$ cat config.mk
export PLATFORM = sky130hd
export DESIGN_NAME = if_fetch_stage
export DESIGN_NICKNAME = d
export VERILOG_FILES = /design/src/rtl/if_fetch_stage.sv
export SDC_FILE = /design/constraint.sdc
export NUM_CORES = 1
export LEC_CHECK = 0
export ABC_CLOCK_PERIOD_IN_PS = 3700
export BUFFER_PORTS_ARGS = -buffer_cell sky130_fd_sc_hd__buf_4
export CAP_MARGIN = 20
export CORE_MARGIN = 2
export CORE_UTILIZATION = 50
export CTS_CLUSTER_SIZE = 30
export DETAILED_ROUTE_END_ITERATION = 10
export PLACE_DENSITY = 0.83
export SETUP_SLACK_MARGIN = 0.5
export SLEW_MARGIN = 5
export SYNTH_ARGS = -nofsm -noshare
export SYNTH_HDL_FRONTEND = slang
export SYNTH_SLANG_ARGS = --single-unit
$ cat constraint.sdc
create_clock -name clk -period 3.7 [get_ports clk]
set_input_delay 0.37 -clock clk [delete_from_list [all_inputs] [get_ports clk]]
set_output_delay 0.37 -clock clk [all_outputs]
set_load 0.1 [all_outputs]
$ cat src/rtl/if_fetch_stage.sv
// Instruction-fetch stage: PC register plus IF/ID pipeline register with stall hold and flush redirect.
// Optional FETCH_PERF_EN adds saturating stall/flush event counters.
module if_fetch_stage #(
    parameter logic [31:0] RESET_PC = 32'h0000_0000
) (
    input  logic        clk,
    input  logic        rst,
    input  logic [2:0]  stall,
    input  logic        flush,
    input  logic [31:0] branch_target,
    output logic [31:0] imem_addr,
    input  logic [31:0] imem_rdata,
    output logic [31:0] if_id_pc4,
    output logic [31:0] if_id_instr,
    output logic        if_id_valid,
    output logic [4:0]  if_id_Rs,
    output logic [4:0]  if_id_Rt,
    output logic        id_ex_bubble
`ifdef FETCH_PERF_EN
    ,
    output logic [15:0] perf_stall_cnt,
    output logic [15:0] perf_flush_cnt
`endif
);

    logic [31:0] pc;
    logic [31:0] pc_plus4;
    logic        stalled;

    assign stalled      = |stall;
    assign pc_plus4     = pc + 32'd4;
    assign imem_addr    = pc;
    assign id_ex_bubble = stalled;
    assign if_id_Rs     = if_id_instr[25:21];
    assign if_id_Rt     = if_id_instr[20:16];

    // Flush outranks stall so a redirect is never lost behind a hazard.
    always_ff @(posedge clk or posedge rst) begin
        if (rst) begin
            pc <= RESET_PC;
        end else if (flush) begin
            pc <= {branch_target[31:2], 2'b00};
        end else if (!stalled) begin
            pc <= pc_plus4;
        end
    end

    always_ff @(posedge clk or posedge rst) begin
        if (rst) begin
            if_id_instr <= '0;
            if_id_pc4   <= '0;
            if_id_valid <= 1'b0;
        end else if (flush) begin
            if_id_instr <= '0;
            if_id_pc4   <= '0;
            if_id_valid <= 1'b0;
        end else if (!stalled) begin
            if_id_instr <= imem_rdata;
            if_id_pc4   <= pc_plus4;
            if_id_valid <= 1'b1;
        end
    end

`ifdef FETCH_PERF_EN
    always_ff @(posedge clk or posedge rst) begin
        if (rst) begin
            perf_stall_cnt <= '0;
            perf_flush_cnt <= '0;
        end else begin
            if (stalled && !flush && perf_stall_cnt != 16'hFFFF)
                perf_stall_cnt <= perf_stall_cnt + 16'd1;
            if (flush && perf_flush_cnt != 16'hFFFF)
                perf_flush_cnt <= perf_flush_cnt + 16'd1;
        end
    end
`endif

endmodule
Word-level counts from Yosys, hierarchy flattened
Index checks and enable logic that the tools add are counted.
{"block": "word_totals", "reg_bits": 97, "output_inout_bits": 108, "input_bits": 70}
{"block": "op_classes", "n_mux": 7, "eq_ne": 1, "n_reduce_logical": 1, "add_sub_neg": 1}
{"cell": "2-to-1 mux 32 bit", "count": 5}
{"cell": "adder 32 x 3 -> 32 bit, second input constant", "count": 1}
{"cell": "OR reduction 3 bit", "count": 1}
{"cell": "2-to-1 mux 1 bit", "count": 2}
{"cell": "inequality test 2 bit, second input constant", "count": 1}

Longest topological paths before layout
{"block": "depth", "depth_word": 3, "mapped_depth": 7, "depth_no_buf": 5}

Worst setup path before layout
OpenSTA, ideal clock, no wires.
{"block": "synth_timing", "path_kind": "register -> register", "start": "register pc[8], in the netlist imem_addr[8]", "end": "register pc[25], in the netlist imem_addr[25]", "setup_slack_ns": 0.944, "t_arrival_ns": 2.674, "period_less_slack_ns": 2.756, "required_time_ns": 3.618, "path_stages_with_launch": 7, "setup_ns": 0.082, "cell_sequence": "dfrtp_1 > buf_2 > nand4_2 > or4_1 > buf_2 > or4b_1 > a31oi_1"}
{"block": "synth_between", "elab_chain_cells": 3}
{"item": "start: declaration", "line": "26", "rtl": "logic [31:0] pc;"}
{"item": "start signal: assignment", "line": "42", "rtl": "pc <= {branch_target[31:2], 2'b00};"}
{"item": "start signal: assignment", "line": "44", "rtl": "pc <= pc_plus4;"}
{"item": "adder 32 x 3 -> 32 bit", "line": "31", "rtl": "assign pc_plus4 = pc + 32'd4;"}
{"item": "2-to-1 mux 32 bit", "line": "43", "rtl": "end else if (!stalled) begin"}
{"item": "2-to-1 mux 32 bit", "line": "41", "rtl": "end else if (flush) begin"}
No other way between the ends. The select of a mux whose other input is x is not followed.
A chain may end at the register's enable or synchronous reset.

Worst setup path in the final report
{"block": "layout_timing", "start": "register pc[4], in the netlist imem_addr[4]", "end": "register pc[25], in the netlist imem_addr[25]"}
Same word-level chain as after synthesis.

==> run metrics <==
status finished, final reports clean; Chip Height 103 um; CP endpoint kind register; commonest cells after routing, fill and taps aside 178 x buf_4, 100 x nand2_1, 94 x dfrtp_1, 42 x a21oi_1, 36 x o21ai_0; CTS tree yes; Final #Nets 764; final hold violation count 0; antenna viol nets, final 0; synth unique cells 51; clk buf depth 2; max-slew headroom at the worst pin 31.8%; Synth Cell Area 0.00493 mm^2; Die ar. 0.0107 mm^2; num ports 178; DP HPWL 9.55 mm; Synth area leader dfrtp_1; syn_area_per_cell 8.78 um^2; CTS resizes 0; Crit Path Max Fanout 19; DR iter-0 viols 354; Post-synth EDFFs 0; Clock Root Buffer clkbuf_8; post-CTS setup buffer count 0; die width 103 um; CP startpoint kind register; gr ovfl total 0; Synth Instances 562; Core Util, Final 65.9%; total number of vias 4,816; fmax 0.402 GHz; WP data arrival 2.78 ns; met2 Use GR 40.9%; first-pass GRT wire length 21.8 mm; synth top area cells dfrtp_1 48%, nand2_1 7.6%, a21oi_1 4.3%; CTS Hold Bufs 0; H-tree levels 3; Post-synth ARST share 100%; largest net degree at the start of global routing 98; min cycle time layout 2.49 ns; final setup violation count 0; R2R depth 5; Routability Congestion 0.899; power per cell area 441 mW/mm^2; layout cell share with drive strength beyond 1 29.7%; Max Transition Viols Final 0; FF-to-FF End imem_addr[25]; Max-Cap Viols 0; Power, Total 0.00281 W; Rows 36; Max IR drop VDD 0.232 mV; worst path cell trace nand3_1 > buf_4 > or4_1 > or4b_1 > a31oi_1; r2r setup slk 1.21 ns; Reg power frac 41.6%; total track usage 26.0%; M3 GR Usage 6.12%; Num CTS Buffers 9; clock skew 0.0110 ns; unrepaired setup endpoints after global routing false; drt drc 0; R2R Path Start imem_addr[4]; Clk pin slew, worst setup/hold paths 0.11 ns; Total Wirelength 13.9 mm; sequential fraction of the synthesis area 47.7%; Req. time, crit path 4.00 ns; fin crit share 67.2%; critical path class reg2reg; clock share of power 28.0%; Ant. Diodes 0; IO Port Bufs 173; hold slack 0.137 ns; vias in the first global route 4,381; Sw Share 40.6%; Area Overhead vs Synth 29.5%; crit path launch imem_addr[4]; via/cell ratio 5.80; P_sw 0.00114 W; grt met1 use 35.8%; core area 0.00968 mm^2; combinational power share 30.3%; hold crit path type in2async; P_int 0.00167 W; grt peak-use layer met2; FILL cells 794; leakage 2.85 nW; ys flop type dfrtp_1; drt first pass iters 4; antenna violations before repair 0; worst-margin pin slew 1.01 ns; Slowest cell on crit path or4_1; routed len/inst 16.8 um; clk_lat worst skew 0.38 ns; clk sinks 94; Largest stage delay, worst path 0.83 ns; most common cell after layout, fill and taps aside buf_4; synth warn 0; Initial Util 50.9%; setup TNS 0 ns; Yosys top cell area share 47.7%; number of synthesized register bits 94
synthesized netlist by cell type (8+ instances only):
cell type / number
nand2_1: 100
dfrtp_1: 94
a21oi_1: 42
o21ai_0: 36
nor2_1: 33
clkbuf_1: 31
nand4_1: 21
a31oi_1: 15
nand3_1: 15
xnor2_1: 15
or4_1: 14
buf_4: 13
buf_2: 11
nor3_1: 11
nor4_1: 10
a211oi_1: 9
inv_1: 9
o31ai_1: 8
worst max-delay path by stage:
| stage | endpoint | slack (ns) | cells after the start |
|---|---|---|---|
| after floorplan | if_id_instr[0] | 0.88 | 1 |
| after global placement | if_id_pc4[25] | 1.31 | 5 |
| after detailed placement | imem_addr[25] | 1.26 | 5 |
| after CTS | imem_addr[25] | 1.23 | 5 |
| after global routing | if_id_pc4[16] | 1.03 | 5 |
| final | imem_addr[25] | 1.21 | 5 |
logic make-up (layout without fill, tap and decap cells):
logic type	after synthesis	after routing	synth area share [%]
AOI/OAI and AO/OA	137	137	17.1
other	1	2	0.0760
DFF	94	94	47.7
and+or+nand+nor	237	237	24.4
adders and majority gates	1	1	0.254
xor gates and xnor gates	22	22	3.91
buffers and inverters	70	205	6.65
per-layer routing:
| metal | part of all wire (%) | wire, um | vias to the layer above |
|---|---|---|---|
| met5 | 0 | 0 | - |
| met2 | 50 | 6950 | 171 |
| met1 | 43 | 5940 | 2354 |
| met3 | 6.2 | 864 | 17 |
| met4 | 1.4 | 194 | 0 |
| li1 | - | - | 2274 |
area by class of cell:
class	count	area [um^2]	share of cell area (%)
multi-input combinational	399	2260	35.3
sequential	94	2350	36.8
timing repair buffer	179	1340	21.0
clock buffer	9	124	1.94
inverter	10	40.0	0.627
tap	133	166	2.61
clock inverter	7	104	1.63
stage by stage:
| step | instances | setup slack [ns] | area (um^2) |
|---|---|---|---|
| after CTS | 830 | 1.23 | 6380 |
| final | 831 | 1.21 | 6390 |
| after floorplan | 563 | 0.881 | 4940 |
| after global routing | 831 | 1.03 | 6390 |
| after global placement | 814 | 1.31 | 6150 |
| after detailed placement | 814 | 1.26 | 6150 |
sequential cells by signal (all words and copies together), names as in the netlist:
name         flops
if_id_instr     32
if_id_valid      1
if_id_pc4       31
imem_addr       30
power groups by stage:
stage	combinational (W)	sequential (W)	clock, W
detailed placement	0.000855	0.00119	0
finish	0.000854	0.00117	0.000789
global route	0.000895	0.00118	0.000839
floorplan	0.000247	0.00158	0
CTS	0.000857	0.00117	0.000798
global placement	0.000845	0.00119	0
critical path: cells and delay by family, from the launching register on:
| family | cells | cell delay [ns] |
|---|---|---|
| simple gates | 3 | 1.54 |
| flops | 1 | 0.50 |
| buf+inv | 1 | 0.20 |
| compound gates | 1 | 0.17 |
Power figures use the tool's default switching activity.
